File: src/rtl/audio_pkg.sv
// Shared audio definitions: sample/level widths, peak FSM states and level helpers.
package audio_pkg;

    localparam int unsigned SAMPLE_W = 8;
    localparam int unsigned LEVEL_W  = 4;

    typedef enum logic [1:0] {
        PK_IDLE = 2'd0,
        PK_HOLD = 2'd1,
        PK_FALL = 2'd2
    } peak_state_t;

    // Level is one plus the index of the highest set bit; stray lower bits are ignored.
    function automatic logic [LEVEL_W-1:0] level_of(input logic [SAMPLE_W-1:0] s);
        logic [LEVEL_W-1:0] l;
        l = '0;
        for (int i = 0; i < SAMPLE_W; i++) begin
            if (s[i]) l = LEVEL_W'(i + 1);
        end
        return l;
    endfunction

    function automatic logic [LEVEL_W-1:0] lvl_max(input logic [LEVEL_W-1:0] a,
                                                  input logic [LEVEL_W-1:0] b);
        return (a > b) ? a : b;
    endfunction

    // Bar of height bar plus a single dot at position peak-1.
    function automatic logic [SAMPLE_W-1:0] led_map(input logic [LEVEL_W-1:0] bar,
                                                   input logic [LEVEL_W-1:0] peak);
        logic [SAMPLE_W-1:0] m;
        m = '0;
        for (int i = 0; i < SAMPLE_W; i++) begin
            m[i] = (LEVEL_W'(i) < bar) || ((peak != '0) && (LEVEL_W'(i + 1) == peak));
        end
        return m;
    endfunction

endpackage

File: src/rtl/ms_tick_gen.sv
// Free-running prescaler producing a one-cycle pulse every millisecond.
module ms_tick_gen #(
    parameter int unsigned CLK_HZ = 100_000_000
) (
    input  logic clk,
    input  logic rst,
    output logic tick
);

    localparam int unsigned DIV      = (CLK_HZ / 1000 > 1) ? CLK_HZ / 1000 : 1;
    localparam int unsigned CNT_W    = (DIV > 1) ? $clog2(DIV) : 1;
    localparam logic [CNT_W-1:0] CNT_LAST = CNT_W'(DIV - 1);

    logic [CNT_W-1:0] cnt;

    // Count 0..DIV-1 and flag the terminal count as a registered tick.
    always_ff @(posedge clk) begin
        if (rst) begin
            cnt  <= '0;
            tick <= 1'b0;
        end else begin
            tick <= (cnt == CNT_LAST);
            cnt  <= (cnt == CNT_LAST) ? '0 : cnt + CNT_W'(1);
        end
    end

endmodule

File: src/rtl/led_level_meter.sv
// 8-LED level meter: fast-attack/slow-decay bar with a peak-hold dot.
module led_level_meter
    import audio_pkg::*;
#(
    parameter int unsigned CLK_HZ   = 100_000_000,
    parameter int unsigned HOLD_MS  = 500,
    parameter int unsigned DECAY_MS = 40
) (
    input  logic                clk,
    input  logic                rst,
    input  logic                sample_valid,
    input  logic [SAMPLE_W-1:0] sample,
    output logic [SAMPLE_W-1:0] led,
    output logic [LEVEL_W-1:0]  bar_level,
    output logic [LEVEL_W-1:0]  peak_level
);

    localparam int unsigned HOLD_W  = $clog2(HOLD_MS + 1);
    localparam int unsigned DECAY_W = (DECAY_MS > 1) ? $clog2(DECAY_MS) : 1;
    localparam logic [HOLD_W-1:0]  HOLD_LOAD  = HOLD_W'(HOLD_MS);
    localparam logic [DECAY_W-1:0] DECAY_LAST = DECAY_W'(DECAY_MS - 1);

    logic                tick;
    logic [DECAY_W-1:0]  decay_cnt;
    logic [HOLD_W-1:0]   hold_cnt;
    peak_state_t         state;
    logic [LEVEL_W-1:0]  level_c;
    logic                decay_step_c;
    logic                attack_c;
    logic [LEVEL_W-1:0]  bar_next_c;

    ms_tick_gen #(.CLK_HZ(CLK_HZ)) u_tick (
        .clk  (clk),
        .rst  (rst),
        .tick (tick)
    );

    assign level_c      = level_of(sample);
    assign decay_step_c = tick && (decay_cnt == DECAY_LAST);
    assign attack_c     = sample_valid && (level_c >= bar_level);

    // Decay timebase: one step every DECAY_MS ticks.
    always_ff @(posedge clk) begin
        if (rst) begin
            decay_cnt <= '0;
        end else if (tick) begin
            decay_cnt <= (decay_cnt == DECAY_LAST) ? '0 : decay_cnt + DECAY_W'(1);
        end
    end

    // Next bar height: attack beats a coincident decay step; never below zero.
    always_comb begin
        bar_next_c = bar_level;
        if (attack_c) begin
            bar_next_c = level_c;
        end else if (decay_step_c && (bar_level != '0)) begin
            bar_next_c = bar_level - LEVEL_W'(1);
        end
    end

    // Bar register.
    always_ff @(posedge clk) begin
        if (rst) bar_level <= '0;
        else     bar_level <= bar_next_c;
    end

    // Peak-hold FSM; every peak update is floored at the new bar height.
    always_ff @(posedge clk) begin
        if (rst) begin
            state      <= PK_IDLE;
            peak_level <= '0;
            hold_cnt   <= '0;
        end else begin
            peak_level <= lvl_max(peak_level, bar_next_c);
            unique case (state)
                PK_IDLE: begin
                    if (sample_valid && (level_c != '0)) begin
                        state      <= PK_HOLD;
                        peak_level <= lvl_max(level_c, bar_next_c);
                        hold_cnt   <= HOLD_LOAD;
                    end
                end
                PK_HOLD: begin
                    if (sample_valid && (level_c >= peak_level)) begin
                        peak_level <= lvl_max(level_c, bar_next_c);
                        hold_cnt   <= HOLD_LOAD;
                    end else if (tick) begin
                        if (hold_cnt <= HOLD_W'(1)) begin
                            state    <= PK_FALL;
                            hold_cnt <= '0;
                        end else begin
                            hold_cnt <= hold_cnt - HOLD_W'(1);
                        end
                    end
                end
                PK_FALL: begin
                    if (sample_valid && (level_c >= peak_level)) begin
                        state      <= PK_HOLD;
                        peak_level <= lvl_max(level_c, bar_next_c);
                        hold_cnt   <= HOLD_LOAD;
                    end else if (decay_step_c) begin
                        // Compare as peak <= bar+1 so a zero peak cannot wrap.
                        if (peak_level <= bar_next_c + LEVEL_W'(1)) begin
                            peak_level <= bar_next_c;
                            if (bar_next_c != '0) begin
                                state    <= PK_HOLD;
                                hold_cnt <= HOLD_LOAD;
                            end else begin
                                state <= PK_IDLE;
                            end
                        end else begin
                            peak_level <= peak_level - LEVEL_W'(1);
                        end
                    end
                end
                default: state <= PK_IDLE;
            endcase
        end
    end

    // LED map registered from the current bar/peak registers.
    always_ff @(posedge clk) begin
        if (rst) led <= '0;
        else     led <= led_map(bar_level, peak_level);
    end

endmodule

File: config.mk
export PLATFORM = sky130hd
export DESIGN_NAME = led_level_meter
export DESIGN_NICKNAME = d
export VERILOG_FILES = /design/src/rtl/audio_pkg.sv /design/src/rtl/ms_tick_gen.sv /design/src/rtl/led_level_meter.sv
export SDC_FILE = /design/constraint.sdc
export NUM_CORES = 1
export LEC_CHECK = 0
export CORE_ASPECT_RATIO = 1.25
export CORE_MARGIN = 8
export CORE_UTILIZATION = 47
export DETAILED_ROUTE_END_ITERATION = 8
export PLACE_DENSITY = 0.67
export SLEW_MARGIN = 20
export SYNTH_ARGS = -nofsm -noshare
export SYNTH_HDL_FRONTEND = slang
export SYNTH_HIERARCHICAL = 1
export SYNTH_SLANG_ARGS = --single-unit
File: constraint.sdc
create_clock -name clk -period 6.6 [get_ports clk]
set_clock_uncertainty 0.15 [all_clocks]
set_input_delay 0.66 -clock clk [delete_from_list [all_inputs] [get_ports clk]]
set_output_delay 0.66 -clock clk [all_outputs]
set_load 0.02 [all_outputs]
======== Yosys cells after proc, flatten, opt, wreduce, memory -nomap -nowiden ========
Index checks and enable logic that the tools add are counted.
word-level totals
  output and inout bits ................... 16
  flip-flop bits (word level) ............. 51
  input bits .............................. 11
  word-level logic and storage cells ...... 115
operators by class
  $lt $le $gt $ge ......................... 14
  add/sub/neg operators ................... 6
  equal/unequal tests ..................... 20
  reduce and logical (&&, ||, !) cells .... 30
  multiplexer cells ....................... 37
operators by type and width
  operator                                                   number
  two-way mux 9 bit                                          8
  two-way mux 4 bit                                          16
  one-hot mux 9 bit (3 select lines)                         1
  adder 17 x 1 -> 17 bit, second input constant              1
  equality test 17 bit, second input constant                1
  equality test 3 x 4 -> 1 bit, first input constant         4
  less-than comparator 3 x 4 -> 1 bit, first input constant  4
  nonzero test 4 bit                                         4
  two-way mux 2 bit                                          7
  logical AND 1 bit                                          13
  one-hot mux 4 bit (3 select lines)                         1
  AND reduction 6 bit                                        2
  <= comparator 9 x 1 -> 1 bit, second input constant        1
  != test 3 bit, second input constant                       3
  subtractor 9 x 1 -> 9 bit, second input constant           1
  equality test 2 x 4 -> 1 bit, first input constant         2
  >= comparator 4 bit                                        2
  > comparator 4 bit                                         2
  logical OR 1 bit                                           8
  less-than comparator 1 x 4 -> 1 bit, first input constant  2
  less-than comparator 2 x 4 -> 1 bit, first input constant  2
  subtractor 4 x 1 -> 4 bit, second input constant           2
  adder 6 x 1 -> 6 bit, second input constant                1
  equality test 6 bit, second input constant                 1
  15 further kinds                                           18

======== Depth between registers and ports, before layout ========
Gate-level depths: netlist of the first run.
  word-level depth ........................ 17
  mapped depth ............................ 22
  mapped depth without buffers ............ 20

======== Hierarchy ========
The synthesis of the first run kept the hierarchy.
modules (own cells, without submodules)
  module           sequential area each (um2)  area an instance (um2)  instances  cells each
  led_level_meter  660.6                       2592.5                  1          318
  ms_tick_gen      360.3                       812.0                   1          91

======== Worst setup path after synthesis of the first run ========
Ideal clock, no wire load.
  path kind ............................... input-to-reg
  from .................................... input port sample[1]
  to ...................................... register hold_cnt[8]
  buffers on the path ..................... 1
  setup time .............................. 0.128 ns
  arrival time ............................ 5.075 ns
  data required time ...................... 6.322 ns
  path slack .............................. 1.248 ns
  cell stages on the path ................. 21
  path through ............................ nand2b_1 a2111oi_0 nor2_1 ha_1 nor3b_1 o21ai_0 and2_1 buf_2 nor3_1 a21oi_1 ha_1 xnor2_1 ha_1 a21o_1 a211o_1 a2111oi_4 a211oi_2 o31a_4 o31a_1 a21oi_1 nor2_1
between the ends
  longest elaborated chain between the ends .. 14
  elaborated cells on any way between the ends .. 26
  those cells by class .................... add/sub: 1; order compare: 3; eq/ne: 5; mux: 11; reduce/logical: 6
RTL lines
  what                                  RTL line                text
  start: declaration                    led_level_meter.sv:12   input logic [SAMPLE_W-1:0] sample,
  two-way mux 4 bit * (7 in a row)      audio_pkg.sv:18         if (s[i]) l = LEVEL_W'(i + 1);
  >= comparator 4 bit                   led_level_meter.sv:40   assign attack_c = sample_valid && (level_c >= bar_level);
  logical AND 1 bit                     led_level_meter.sv:40
  two-way mux 4 bit                     led_level_meter.sv:54   if (attack_c) begin
  adder 4 x 1 -> 4 bit                  led_level_meter.sv:103  if (peak_level <= bar_next_c + LEVEL_W'(1)) begin
  <= comparator 4 bit                   led_level_meter.sv:103
  != test 3 bit (no source line)        -
  AND reduction 6 bit (no source line)  -
  end signal: assignment                led_level_meter.sv:92   hold_cnt <= hold_cnt - HOLD_W'(1);
  end: declaration                      led_level_meter.sv:25   logic [HOLD_W-1:0] hold_cnt;
Mark *: on every way between the ends. The rest lies on a longest branch, timed or not.
A chain may end at the register's enable or synchronous reset.

======== Worst setup path after layout of the first run ========
  from .................................... input port sample[1]
  to ...................................... register hold_cnt[4]
between the ends
  longest elaborated chain between the ends .. 14
  elaborated cells on any way between the ends .. 26
  those cells by class .................... add/sub: 1; order compare: 3; eq/ne: 5; mux: 11; reduce/logical: 6
RTL lines
  what                                    RTL line                text
  two-way mux 4 bit * (7 in a row)        audio_pkg.sv:18
  >= comparator 4 bit                     led_level_meter.sv:40
  logical AND 1 bit                       led_level_meter.sv:40
  two-way mux 4 bit *                     led_level_meter.sv:54
  via bar_next_c[1]                       led_level_meter.sv:30   logic [LEVEL_W-1:0] bar_next_c;
  adder 4 x 1 -> 4 bit                    led_level_meter.sv:103
  <= comparator 4 bit                     led_level_meter.sv:103
  != test 3 bit (no source line)          -
  AND reduction 6 bit (no source line) *  -
Mark *: on every way through the listed nets, which the timed path passes. The rest lies on a longest branch.

==> metrics.log, run 1 <==
[metrics] number of buffers inserted during clock tree synthesis: 5
[metrics] area added between synthesis and finish: 13.1%
[metrics] H-tree lvl count: 2
[metrics] r2r setup slk: 1750 ps
[metrics] via count of the first global-routing pass: 2861
[metrics] max-cap check violation count: 0
[metrics] floorplan core area: 6980 sq um
[metrics] final non-filler cell area: 3850 sq um
[metrics] chip height: 111 microns
[metrics] final critical-path required period: 5840 ps
[metrics] PD cells: 242 nW/um^2
[metrics] total leakage power: 1.44 nW
[metrics] count of boundary I/O pins: 27
[metrics] highest achievable clock rate: 171 MHz
[metrics] DRC: 0
[metrics] number of antenna violations at the first check in global routing: 0
[metrics] routability-driven placement congestion ratio: 0.898
[metrics] sequential fraction of the synthesis area: 30.0%
[metrics] share of the synthesized area in compound gates (AO/OA/AOI/OAI): 20.4%
[metrics] post-CTS repair timing setup buffer count: 0
[metrics] post-DR wirelength/cell: 15.3 microns
[metrics] Async SR Flop Fraction: 0%
[metrics] final-report setup violation count: 0
[metrics] Post-Synth XOR/XNOR Area: 6.17%
[metrics] commonest cells after routing, fill and taps aside: sky130_fd_sc_hd__nor2_1, sky130_fd_sc_hd__dfxtp_1, sky130_fd_sc_hd__ha_1
[metrics] setup TNS after final layout: 0 ps
[metrics] run status: finished, final reports clean
[metrics] count of instances resized after the clock tree is built: 0
[metrics] class of the tightest hold or removal check: reg2reg
[metrics] post-synthesis register bit count: 51
[metrics] placement-stage cell area: 3750 sq um
[metrics] most common cell after layout, fill and taps aside: sky130_fd_sc_hd__nor2_1
[metrics] Simple-Gate Fraction of Synth Area: 23.7%
[metrics] area taken by flip-flops and latches: 1020 sq um
[metrics] number of nets in the layout: 475
[metrics] worst-path fanout max: 10
[metrics] predominant post-synthesis flop cell: sky130_fd_sc_hd__dfxtp_1
[metrics] mux share of post-synthesis cell area: 3.56%
[metrics] detailed-router iteration count before antenna repair: 5
[metrics] largest net degree at the start of global routing: 32
[metrics] final hold violations: 0
[metrics] overall global routing resource usage: 15.3%
[metrics] Max VDD drop: 0.000130 V
[metrics] total number of vias: 3094
[metrics] clock tree root buffer cell: sky130_fd_sc_hd__clkbuf_8
[metrics] TritonCTS clock tree: built
[metrics] number of hold buffers added after cts: 0
[metrics] number of pins with negative max-slew slack in the final report: 0
[metrics] width of the die: 92.1 microns
[metrics] Clk pin slew, worst setup/hold paths: 90 ps
[metrics] Post-Synth Adder-Cell Area: 11.0%
[metrics] number of core rows: 34
[metrics] combinational family with the most area after synthesis: simple AND/OR/NAND/NOR gates
[metrics] ANT nets after route: 0
[metrics] Clock Latency Late Sink: 300 ps
[metrics] count of flip-flops with a built-in enable after synthesis: 0
[metrics] diode count: 0
[metrics] RSZ-0062 raised after global routing: false
[metrics] endpoint arrival time on the critical path: 5860 ps
[metrics] Gate Count Post-Synth: 409
[metrics] portion of the clock cycle consumed by the worst path in the final layout: 88.4%
[metrics] Mapped Avg Cell Area: 8.32 sq um
[metrics] detailed placer's ending HPWL: 6.11 mm
[metrics] Worst Tran Pin Value: 704 ps
[metrics] gr ovfl total: 0
[metrics] Critical Path Sink Type: flip-flop
[metrics] initial detailed-routing violation count: 126
[metrics] total length of routed wires: 8.06 mm
[metrics] Via density: 5.89
[metrics] maximum clock insertion buffer count: 2
[metrics] area of combinational cells with multiple inputs: 2210 sq um
[metrics] Slew Limit Headroom: 53.0%
[metrics] Syn Nets: 450
[metrics] Crit path required time: 6630 ps
[metrics] library cells used by synthesis: 65
[metrics] count of synthesis-stage warnings from yosys: 6
[metrics] fillcell total: 670
[metrics] sinks on the clock net: 51
[metrics] proportion of layout cells with a drive suffix above 1: 6.90%
[metrics] summed instance area of the synthesized netlist: 3400 sq um
[metrics] Die Area: 10200 sq um
[metrics] port bufs: 26
[metrics] wire length of the first global-routing pass: 13.4 mm
[metrics] type of the setup path with the least slack: in2reg
[metrics] category of the worst setup path launch point: input pin
[metrics] starting density of the core: 48.8%
[metrics] total power of the final layout: 931 uW
[cells in the mapped netlist, drive strengths merged, types with 3 or more instances]
cell type	instances	area, sq um
dfxtp	51	1020
o21a	6	45.0
o221ai	5	43.8
nand2	28	105
nor4	7	43.8
a21oi	20	104
xnor2	18	158
a2111oi	3	45.1
o31a	3	35.0
nor3	12	60.1
o211ai	8	60.1
nand3	12	65.1
buf	10	61.3
xor2	6	52.6
nor2	57	230
a211oi	5	42.5
and3	3	20.0
and2	7	43.8
o41ai	4	35.0
ha	30	375
a31oi	8	50.1
o21ai	14	70.1
mux2i	11	110
inv	24	90.1
clkbuf	6	23.8
nand2b	6	37.5
o31ai	3	22.5
nand4	9	56.3
[worst paths after layout]
path,from,end,depth (start not counted)
setup / recovery,sample[1],hold_cnt[4],20
hold / removal,u_tick/cnt[0],u_tick/cnt[0],1
setup reg to reg,decay_cnt[3],hold_cnt[4],15
hold reg to reg,u_tick/cnt[0],u_tick/cnt[0],1
[report_power, final]
part           switching (mW)  internal (mW)  total [mW]
registers              0.0367          0.333       0.369
clock network           0.101         0.0857       0.187
logic                   0.210          0.164       0.374
total                   0.348          0.582       0.931
[state kept, by name, summed over array words and instances, names as in the netlist]
| register | count |
|---|---|
| decay_cnt | 6 |
| led | 8 |
| bar_level | 4 |
| u_tick/tick | 1 |
| peak_level | 4 |
| hold_cnt | 9 |
| u_tick/cnt | 17 |
| state | 2 |
[critical path: stages]
cell,delay (ps)
sky130_fd_sc_hd__clkdlybuf4s50_1,430
sky130_fd_sc_hd__nand2b_1,170
sky130_fd_sc_hd__a2111oi_0,520
sky130_fd_sc_hd__nor2_1,240
sky130_fd_sc_hd__ha_1,330
sky130_fd_sc_hd__nor3b_1,40
sky130_fd_sc_hd__o21ai_0,400
sky130_fd_sc_hd__nand2_1,250
sky130_fd_sc_hd__mux2_2,390
sky130_fd_sc_hd__ha_1,220
sky130_fd_sc_hd__xnor2_1,130
sky130_fd_sc_hd__ha_1,330
sky130_fd_sc_hd__a21o_1,190
sky130_fd_sc_hd__a211o_1,340
sky130_fd_sc_hd__a2111oi_4,210
sky130_fd_sc_hd__a211oi_2,100
sky130_fd_sc_hd__o31a_4,420
sky130_fd_sc_hd__nor2_8,200
sky130_fd_sc_hd__mux2i_1,210
sky130_fd_sc_hd__a21oi_1,80
[logic make-up after synthesis]
| logic type | count (synthesis) |
|---|---|
| buffers and inverters | 40 |
| XOR/XNOR | 24 |
| adder cells (fa/ha/maj) | 30 |
| AND/OR/NAND/NOR | 158 |
| AO/OA/AOI/OAI | 94 |
| multiplexers | 12 |
| flip-flops | 51 |
[final cells by class]
type	count	area share, %
Tap cell	90	2.92
Clock buffer	6	2.14
Timing Repair Buffer	34	8.32
Sequential cell	51	26.5
Clock inverter	2	0.422
Inverter	24	2.34
Multi-Input combinational cell	318	57.3
[through the flow]
step,util [%],setup slack (ps),hold WS (ps),cells
after floorplan,-,1250,280,409
after detailed placement,53.8,465,306,517
final,55.2,764,320,525
after global routing,55.2,371,355,525
after CTS,55.2,782,327,525
after global placement,53.8,580,300,517
[routing by layer]
layer  track usage, %  up-vias  part of all wire [%]
met5                0        -                     0
met4             5.71        0                   2.5
met3             2.85       17                   4.5
met2             27.5       76                    50
met1             17.2     1464                    42
li1                 -     1537                     -
No activity file was read; power rests on OpenSTA's default activity.
==> inputs of run 2 (changes only) <==
--- a/config.mk
+++ b/config.mk
@@ -5,11 +5,13 @@
 export SDC_FILE = /design/constraint.sdc
 export NUM_CORES = 1
 export LEC_CHECK = 0
+export CAP_MARGIN = 5
 export CORE_ASPECT_RATIO = 1.25
 export CORE_MARGIN = 8
 export CORE_UTILIZATION = 47
 export DETAILED_ROUTE_END_ITERATION = 8
 export PLACE_DENSITY = 0.67
+export RECOVER_POWER = 25
 export SLEW_MARGIN = 20
 export SYNTH_ARGS = -nofsm -noshare
 export SYNTH_HDL_FRONTEND = slang
==> metrics.log, run 2 (same netlist as run 1, synthesis figures left out) <==
[metrics] class of the tightest hold or removal check: reg2reg (unchanged)
[metrics] TritonCTS clock tree: built (unchanged)
[metrics] fin worst setup slack: 713 ps (was 764 ps)
[metrics] most common cell after layout, fill and taps aside: sky130_fd_sc_hd__nor2_1 (unchanged)
[metrics] Min-Delay Endpoint: u_tick/cnt[0] (unchanged)
[metrics] final non-filler cell area: 3850 sq um (about the same)
[metrics] start point of the worst hold path: u_tick/cnt[0] (unchanged)
[metrics] total power of the final layout: 929 uW (was 931 uW)
[metrics] Clk pin slew, worst setup/hold paths: 90 ps (about the same)
[metrics] sinks on the clock net: 51 (unchanged)
[metrics] starting density of the core: 48.8% (unchanged)
[metrics] final critical-path required period: 5890 ps (was 5840 ps)
[metrics] commonest cells after routing, fill and taps aside: sky130_fd_sc_hd__nor2_1, sky130_fd_sc_hd__dfxtp_1, sky130_fd_sc_hd__ha_1 (unchanged)
[metrics] area of combinational cells with multiple inputs: 2210 sq um (unchanged)
[metrics] worst setup path start: sample[1] (unchanged)
[metrics] gr ovfl total: 0 (unchanged)
[metrics] Worst Tran Pin Value: 1370 ps (was 704 ps)
[metrics] worst slack at placement: 465 ps (unchanged)
[metrics] count of instances resized after the clock tree is built: 0 (unchanged)
[metrics] number of core rows: 34 (unchanged)
[metrics] Internal Pwr Total: 582 uW (about the same)
[metrics] chip height: 111 microns (unchanged)
[metrics] clock tree root buffer cell: sky130_fd_sc_hd__clkbuf_8 (unchanged)
[metrics] run status: finished, final reports clean (unchanged)
[metrics] max-cap check violation count: 0 (unchanged)
[metrics] power share of the clock group: 20.0% (was 20.1%)
[metrics] width of the die: 92.1 microns (unchanged)
[metrics] register containing the most flip-flops in the final layout: u_tick/cnt (unchanged)
[metrics] post-CTS repair timing setup buffer count: 0 (unchanged)
[metrics] number of pins with negative max-slew slack in the final report: 0 (unchanged)
[metrics] final hold violations: 0 (unchanged)
[metrics] Clock Latency Late Sink: 300 ps (about the same)
[metrics] total length of routed wires: 8.03 mm (was 8.06 mm)
[metrics] Slew Limit Headroom: 8.56% (was 53.0%)
[metrics] Critical Path Sink Type: flip-flop (unchanged)
[metrics] routability-driven placement congestion ratio: 0.898 (unchanged)
[metrics] largest net degree at the start of global routing: 32 (unchanged)
[metrics] hold_ws: 320 ps (about the same)
[metrics] Sw Ratio: 37.3% (was 37.4%)
[metrics] net switching power of the design: 347 uW (was 348 uW)
[metrics] worst reg2reg startpoint: decay_cnt[3] (unchanged)
[metrics] floorplan core area: 6980 sq um (unchanged)
[metrics] Die Area: 10200 sq um (unchanged)
[metrics] area taken by flip-flops and latches: 1020 sq um (unchanged)
[metrics] number of nets in the layout: 475 (unchanged)
[metrics] portion of the clock cycle consumed by the worst path in the final layout: 89.2% (was 88.4%)
[metrics] type of the setup path with the least slack: in2reg (unchanged)
[metrics] Reg2Reg Depth: 15 (unchanged)
[metrics] share of the core filled with cells in the final layout: 55.1% (was 55.2%)
[metrics] detailed-router iteration count before antenna repair: 4 (was 5)
[metrics] Crit path required time: 6570 ps (was 6630 ps)
[metrics] number of buffers inserted during clock tree synthesis: 5 (unchanged)
[metrics] number of antenna violations at the first check in global routing: 0 (unchanged)
[metrics] flip-flop count of the largest register after layout: 17 (unchanged)
[metrics] Via density: 5.83 (was 5.89)
[metrics] area added between synthesis and finish: 13.0% (was 13.1%)
[metrics] RSZ-0062 raised after global routing: false (unchanged)
[metrics] maximum clock insertion buffer count: 2 (unchanged)
[metrics] total number of vias: 3060 (was 3094)
[metrics] detailed placer's ending HPWL: 6.11 mm (unchanged)
[metrics] ANT nets after route: 0 (unchanged)
[metrics] H-tree lvl count: 2 (unchanged)
[metrics] endpoint arrival time on the critical path: 5860 ps (about the same)
[metrics] post-DR wirelength/cell: 15.3 microns (about the same)
[metrics] final-report setup violation count: 0 (unchanged)
[metrics] Hold Crit Depth: 1 (unchanged)
[metrics] wire length of the first global-routing pass: 13.4 mm (unchanged)
[metrics] relative contribution of sequential cells to total power: 39.7% (about the same)
[metrics] initial detailed-routing violation count: 174 (was 126)
[metrics] Max VDD drop: 0.000130 V (about the same)
[metrics] DRC: 0 (unchanged)
[metrics] via count of the first global-routing pass: 2861 (unchanged)
[metrics] worst-path fanout max: 10 (unchanged)
[metrics] setup TNS after final layout: 0 ps (unchanged)
[metrics] r2r setup slk: 1690 ps (was 1750 ps)
[metrics] fillcell total: 670 (unchanged)
[metrics] total leakage power: 1.43 nW (was 1.44 nW)
[metrics] power share of the combinational group: 40.2% (about the same)
[metrics] overall global routing resource usage: 15.3% (unchanged)
[metrics] number of hold buffers added after cts: 0 (unchanged)
[metrics] cell count after placement: 517 (unchanged)
[metrics] diode count: 0 (unchanged)
[metrics] category of the worst setup path launch point: input pin (unchanged)
[metrics] PD cells: 242 nW/um^2 (about the same)
[metrics] count of boundary I/O pins: 27 (unchanged)
[metrics] placement-stage cell area: 3750 sq um (unchanged)
[metrics] biggest registers after layout: u_tick/cnt x17, hold_cnt x9, led x8 (unchanged)
[metrics] port bufs: 26 (unchanged)
[metrics] proportion of layout cells with a drive suffix above 1: 6.67% (was 6.90%)
[metrics] post-route non-filler standard cell count: 525 (unchanged)
[metrics] highest achievable clock rate: 170 MHz (was 171 MHz)
[metrics] reg-to-reg endpoint: hold_cnt[4] (unchanged)
run 2: cell types whose count changed in the layout (fill, tap and decap cells not counted):
cell / delta
sky130_fd_sc_hd__buf_4: -1
sky130_fd_sc_hd__clkbuf_1: +1
sky130_fd_sc_hd__clkdlybuf4s50_1: -1
sky130_fd_sc_hd__dlygate4sd3_1: +1
run 2: worst max-delay path by stage:
stage	end	slack [ps]	depth (start not counted)
finish	hold_cnt[4]	710	20
global route	hold_cnt[2]	310	20
CTS	hold_cnt[4]	780	20
detailed placement	hold_cnt[4]	470	20
global placement	hold_cnt[2]	580	20
floorplan	hold_cnt[8]	1250	21
run 2: layout make-up:
class | count | share of cell area (%)
Clock buffer | 6 | 2.15
Clock inverter | 2 | 0.423
Inverter | 24 | 2.34
Multi-Input combinational cell | 318 | 57.4
Sequential cell | 51 | 26.5
Tap cell | 90 | 2.93
Timing Repair Buffer | 34 | 8.23
run 2: layer usage:
metal  routed length (microns)  global-route usage, %
met5                         0                      0
met4                       180                   5.71
met3                       293                   2.85
met2                      4070                   27.5
met1                      3480                   17.2
run 2: power groups by stage:
stage	Sequential, mW	Combinational (mW)	Clock (mW)
final	0.369	0.374	0.186
after global routing	0.373	0.413	0.204
after CTS	0.369	0.372	0.194
after detailed placement	0.376	0.371	0
after global placement	0.375	0.366	0
after floorplan	0.381	0.258	0
run 2: worst max-delay path, cell delays in order:
cell	delay, ps
sky130_fd_sc_hd__clkdlybuf4s50_1	430
sky130_fd_sc_hd__nand2b_1	180
sky130_fd_sc_hd__a2111oi_0	520
sky130_fd_sc_hd__nor2_1	240
sky130_fd_sc_hd__ha_1	330
sky130_fd_sc_hd__nor3b_1	40
sky130_fd_sc_hd__o21ai_0	390
sky130_fd_sc_hd__nand2_1	250
sky130_fd_sc_hd__mux2_2	400
sky130_fd_sc_hd__ha_1	220
sky130_fd_sc_hd__xnor2_1	130
sky130_fd_sc_hd__ha_1	330
sky130_fd_sc_hd__a21o_1	190
sky130_fd_sc_hd__a211o_1	340
sky130_fd_sc_hd__nor3_1	190
sky130_fd_sc_hd__a211oi_2	130
sky130_fd_sc_hd__o31a_4	420
sky130_fd_sc_hd__nor2_8	200
sky130_fd_sc_hd__mux2i_1	210
sky130_fd_sc_hd__a21oi_1	80
==> inputs of run 3 (changes only) <==
--- a/config.mk
+++ b/config.mk
@@ -10,7 +10,7 @@
 export CORE_MARGIN = 8
 export CORE_UTILIZATION = 47
 export DETAILED_ROUTE_END_ITERATION = 8
-export PLACE_DENSITY = 0.67
+export PLACE_DENSITY_LB_ADDON = 0.08
 export RECOVER_POWER = 25
 export SLEW_MARGIN = 20
 export SYNTH_ARGS = -nofsm -noshare
==> metrics.log, run 3 (same netlist as run 1, synthesis figures left out) <==
[metrics] met2 GRT Util: 27.8% (was 27.5%)
[metrics] number of hold buffers added after cts: 0 (unchanged)
[metrics] DRC: 0 (unchanged)
[metrics] total length of routed wires: 8.11 mm (was 8.03 mm)
[metrics] diode count: 0 (unchanged)
[metrics] setup TNS after final layout: 0 ps (unchanged)
[metrics] count of boundary I/O pins: 27 (unchanged)
[metrics] gr ovfl total: 0 (unchanged)
[metrics] portion of the clock cycle consumed by the worst path in the final layout: 87.8% (was 89.2%)
[metrics] type of the setup path with the least slack: in2reg (unchanged)
[metrics] overall global routing resource usage: 15.5% (was 15.3%)
[metrics] max-cap check violation count: 0 (unchanged)
[metrics] starting density of the core: 48.8% (unchanged)
[metrics] Reg2Reg Depth: 15 (unchanged)
[metrics] highest achievable clock rate: 173 MHz (was 170 MHz)
[metrics] Via density: 5.83 (about the same)
[metrics] largest net degree at the start of global routing: 32 (unchanged)
[metrics] detailed placer's ending HPWL: 6.17 mm (was 6.11 mm)
[metrics] Crit path required time: 6580 ps (was 6570 ps)
[metrics] final-report setup violation count: 0 (unchanged)
[metrics] number of nets in the layout: 476 (was 475)
[metrics] fillcell total: 674 (was 670)
[metrics] final critical-path required period: 5790 ps (was 5890 ps)
[metrics] via count of the first global-routing pass: 2944 (was 2861)
[metrics] grt met1 use: 17.1% (was 17.2%)
[metrics] class of the tightest hold or removal check: reg2reg (unchanged)
[metrics] Max VDD drop: 0.000114 V (was 0.000130 V)
[metrics] r2r setup slk: 1680 ps (was 1690 ps)
[metrics] Slew Limit Headroom: 4.41% (was 8.56%)
[metrics] number of pins with negative max-slew slack in the final report: 0 (unchanged)
[metrics] Worst Tran Pin Value: 1430 ps (was 1370 ps)
[metrics] total power of the final layout: 936 uW (was 929 uW)
[metrics] total number of vias: 3068 (was 3060)
[metrics] PD cells: 243 nW/um^2 (was 242 nW/um^2)
[metrics] RSZ-0062 raised after global routing: false (unchanged)
[metrics] area added between synthesis and finish: 13.2% (was 13.0%)
[metrics] Critical Path Sink Type: flip-flop (unchanged)
[metrics] Clock Latency Late Sink: 310 ps (was 300 ps)
[metrics] reg-to-reg endpoint: hold_cnt[4] (unchanged)
[metrics] detailed-router iteration count before antenna repair: 4 (unchanged)
[metrics] floorplan core area: 6980 sq um (unchanged)
[metrics] start point of the worst hold path: u_tick/cnt[0] (unchanged)
[metrics] TritonCTS clock tree: built (unchanged)
[metrics] initial detailed-routing violation count: 95 (was 174)
[metrics] wire length of the first global-routing pass: 13.3 mm (was 13.4 mm)
[metrics] ANT nets after route: 0 (unchanged)
[metrics] H-tree lvl count: 2 (unchanged)
[metrics] sinks on the clock net: 51 (unchanged)
[metrics] proportion of layout cells with a drive suffix above 1: 6.88% (was 6.67%)
[metrics] routability-driven placement congestion ratio: 0.847 (was 0.898)
[metrics] category of the worst setup path launch point: input pin (unchanged)
[metrics] number of antenna violations at the first check in global routing: 0 (unchanged)
[metrics] number of buffers inserted during clock tree synthesis: 5 (unchanged)
[metrics] final hold violations: 0 (unchanged)
[metrics] number of core rows: 34 (unchanged)
[metrics] clock tree root buffer cell: sky130_fd_sc_hd__clkbuf_8 (unchanged)
[metrics] biggest registers after layout: u_tick/cnt x17, hold_cnt x9, led x8 (unchanged)
[metrics] post-DR wirelength/cell: 15.4 microns (was 15.3 microns)
[metrics] port bufs: 26 (unchanged)
[metrics] Die Area: 10200 sq um (unchanged)
[metrics] busiest layer in global routing: met2 (unchanged)
[metrics] worst-path fanout max: 10 (unchanged)
[metrics] run status: finished, final reports clean (unchanged)
[metrics] total leakage power: 1.44 nW (was 1.43 nW)
[metrics] flip-flop count of the largest register after layout: 17 (unchanged)
[metrics] M3 GR Usage: 2.78% (was 2.85%)
[metrics] commonest cells after routing, fill and taps aside: sky130_fd_sc_hd__nor2_1, sky130_fd_sc_hd__dfxtp_1, sky130_fd_sc_hd__ha_1 (unchanged)
[metrics] most common cell after layout, fill and taps aside: sky130_fd_sc_hd__nor2_1 (unchanged)
[metrics] Hold Crit Depth: 1 (unchanged)
[metrics] maximum clock insertion buffer count: 2 (unchanged)
[metrics] Clk pin slew, worst setup/hold paths: 90 ps (about the same)
[metrics] Min-Delay Endpoint: u_tick/cnt[0] (unchanged)
[metrics] worst reg2reg startpoint: decay_cnt[5] (was decay_cnt[3])
[metrics] post-CTS repair timing setup buffer count: 0 (unchanged)
[metrics] endpoint arrival time on the critical path: 5770 ps (was 5860 ps)
[metrics] register containing the most flip-flops in the final layout: u_tick/cnt (unchanged)
[metrics] chip height: 111 microns (unchanged)
[metrics] width of the die: 92.1 microns (unchanged)
[metrics] count of instances resized after the clock tree is built: 0 (unchanged)
run 3: stage by stage:
| stage | instances | hold WS (ps) | util (%) | area [sq um] | setup WS, ps |
|---|---|---|---|---|---|
| global placement | 518 | 294 | 53.9 | 3760 | 665 |
| global route | 526 | 350 | 55.3 | 3850 | 382 |
| detailed placement | 518 | 300 | 53.9 | 3760 | 548 |
| floorplan | 409 | 280 | - | 3400 | 1250 |
| CTS | 526 | 323 | 55.3 | 3860 | 870 |
| finish | 526 | 324 | 55.3 | 3850 | 807 |
run 3: worst max path at each step:
stage,slack (ps),endpoint,depth (start not counted),from
global route,380,hold_cnt[4],21,sample[1]
CTS,870,hold_cnt[4],20,sample[1]
global placement,660,hold_cnt[4],20,sample[1]
floorplan,1250,hold_cnt[8],21,sample[1]
detailed placement,550,hold_cnt[4],20,sample[1]
finish,810,hold_cnt[4],20,sample[1]
run 3: final cells by class:
type,instances,area [sq um],share of cell area (%)
clock buffer,6,82.6,2.14
clock inverter,2,16.3,0.422
multi-input combinational,318,2210,57.3
inverter,24,90.1,2.34
tap,90,113,2.92
timing repair buffer,35,324,8.41
sequential,51,1020,26.5
run 3: power by group:
part	total, mW	switching (mW)	internal [mW]
sequential	0.369	0.0357	0.333
clock	0.194	0.108	0.0858
combinational	0.373	0.209	0.164
total	0.936	0.353	0.583
run 3: metal layers:
metal  routed length, microns  part of all wire (%)
met1                     3510                    43
met2                     4120                    51
met3                      302                   3.7
met4                      176                   2.2
met5                        0                     0
run 3: worst max-delay path: stages:
cell                              delay [ps]
sky130_fd_sc_hd__clkdlybuf4s50_1         440
sky130_fd_sc_hd__nand2b_1                170
sky130_fd_sc_hd__a2111oi_0               580
sky130_fd_sc_hd__nor2_1                  140
sky130_fd_sc_hd__ha_1                    300
sky130_fd_sc_hd__nor3b_1                  40
sky130_fd_sc_hd__o21ai_0                 380
sky130_fd_sc_hd__nand2_1                 230
sky130_fd_sc_hd__mux2_2                  390
sky130_fd_sc_hd__ha_1                    220
sky130_fd_sc_hd__xnor2_1                 130
sky130_fd_sc_hd__ha_1                    330
sky130_fd_sc_hd__a21o_1                  190
sky130_fd_sc_hd__a211o_1                 350
sky130_fd_sc_hd__a2111oi_4               220
sky130_fd_sc_hd__a211oi_2                100
sky130_fd_sc_hd__o31a_4                  420
sky130_fd_sc_hd__nor2_8                  200
sky130_fd_sc_hd__mux2i_1                 200
sky130_fd_sc_hd__a21oi_1                  80
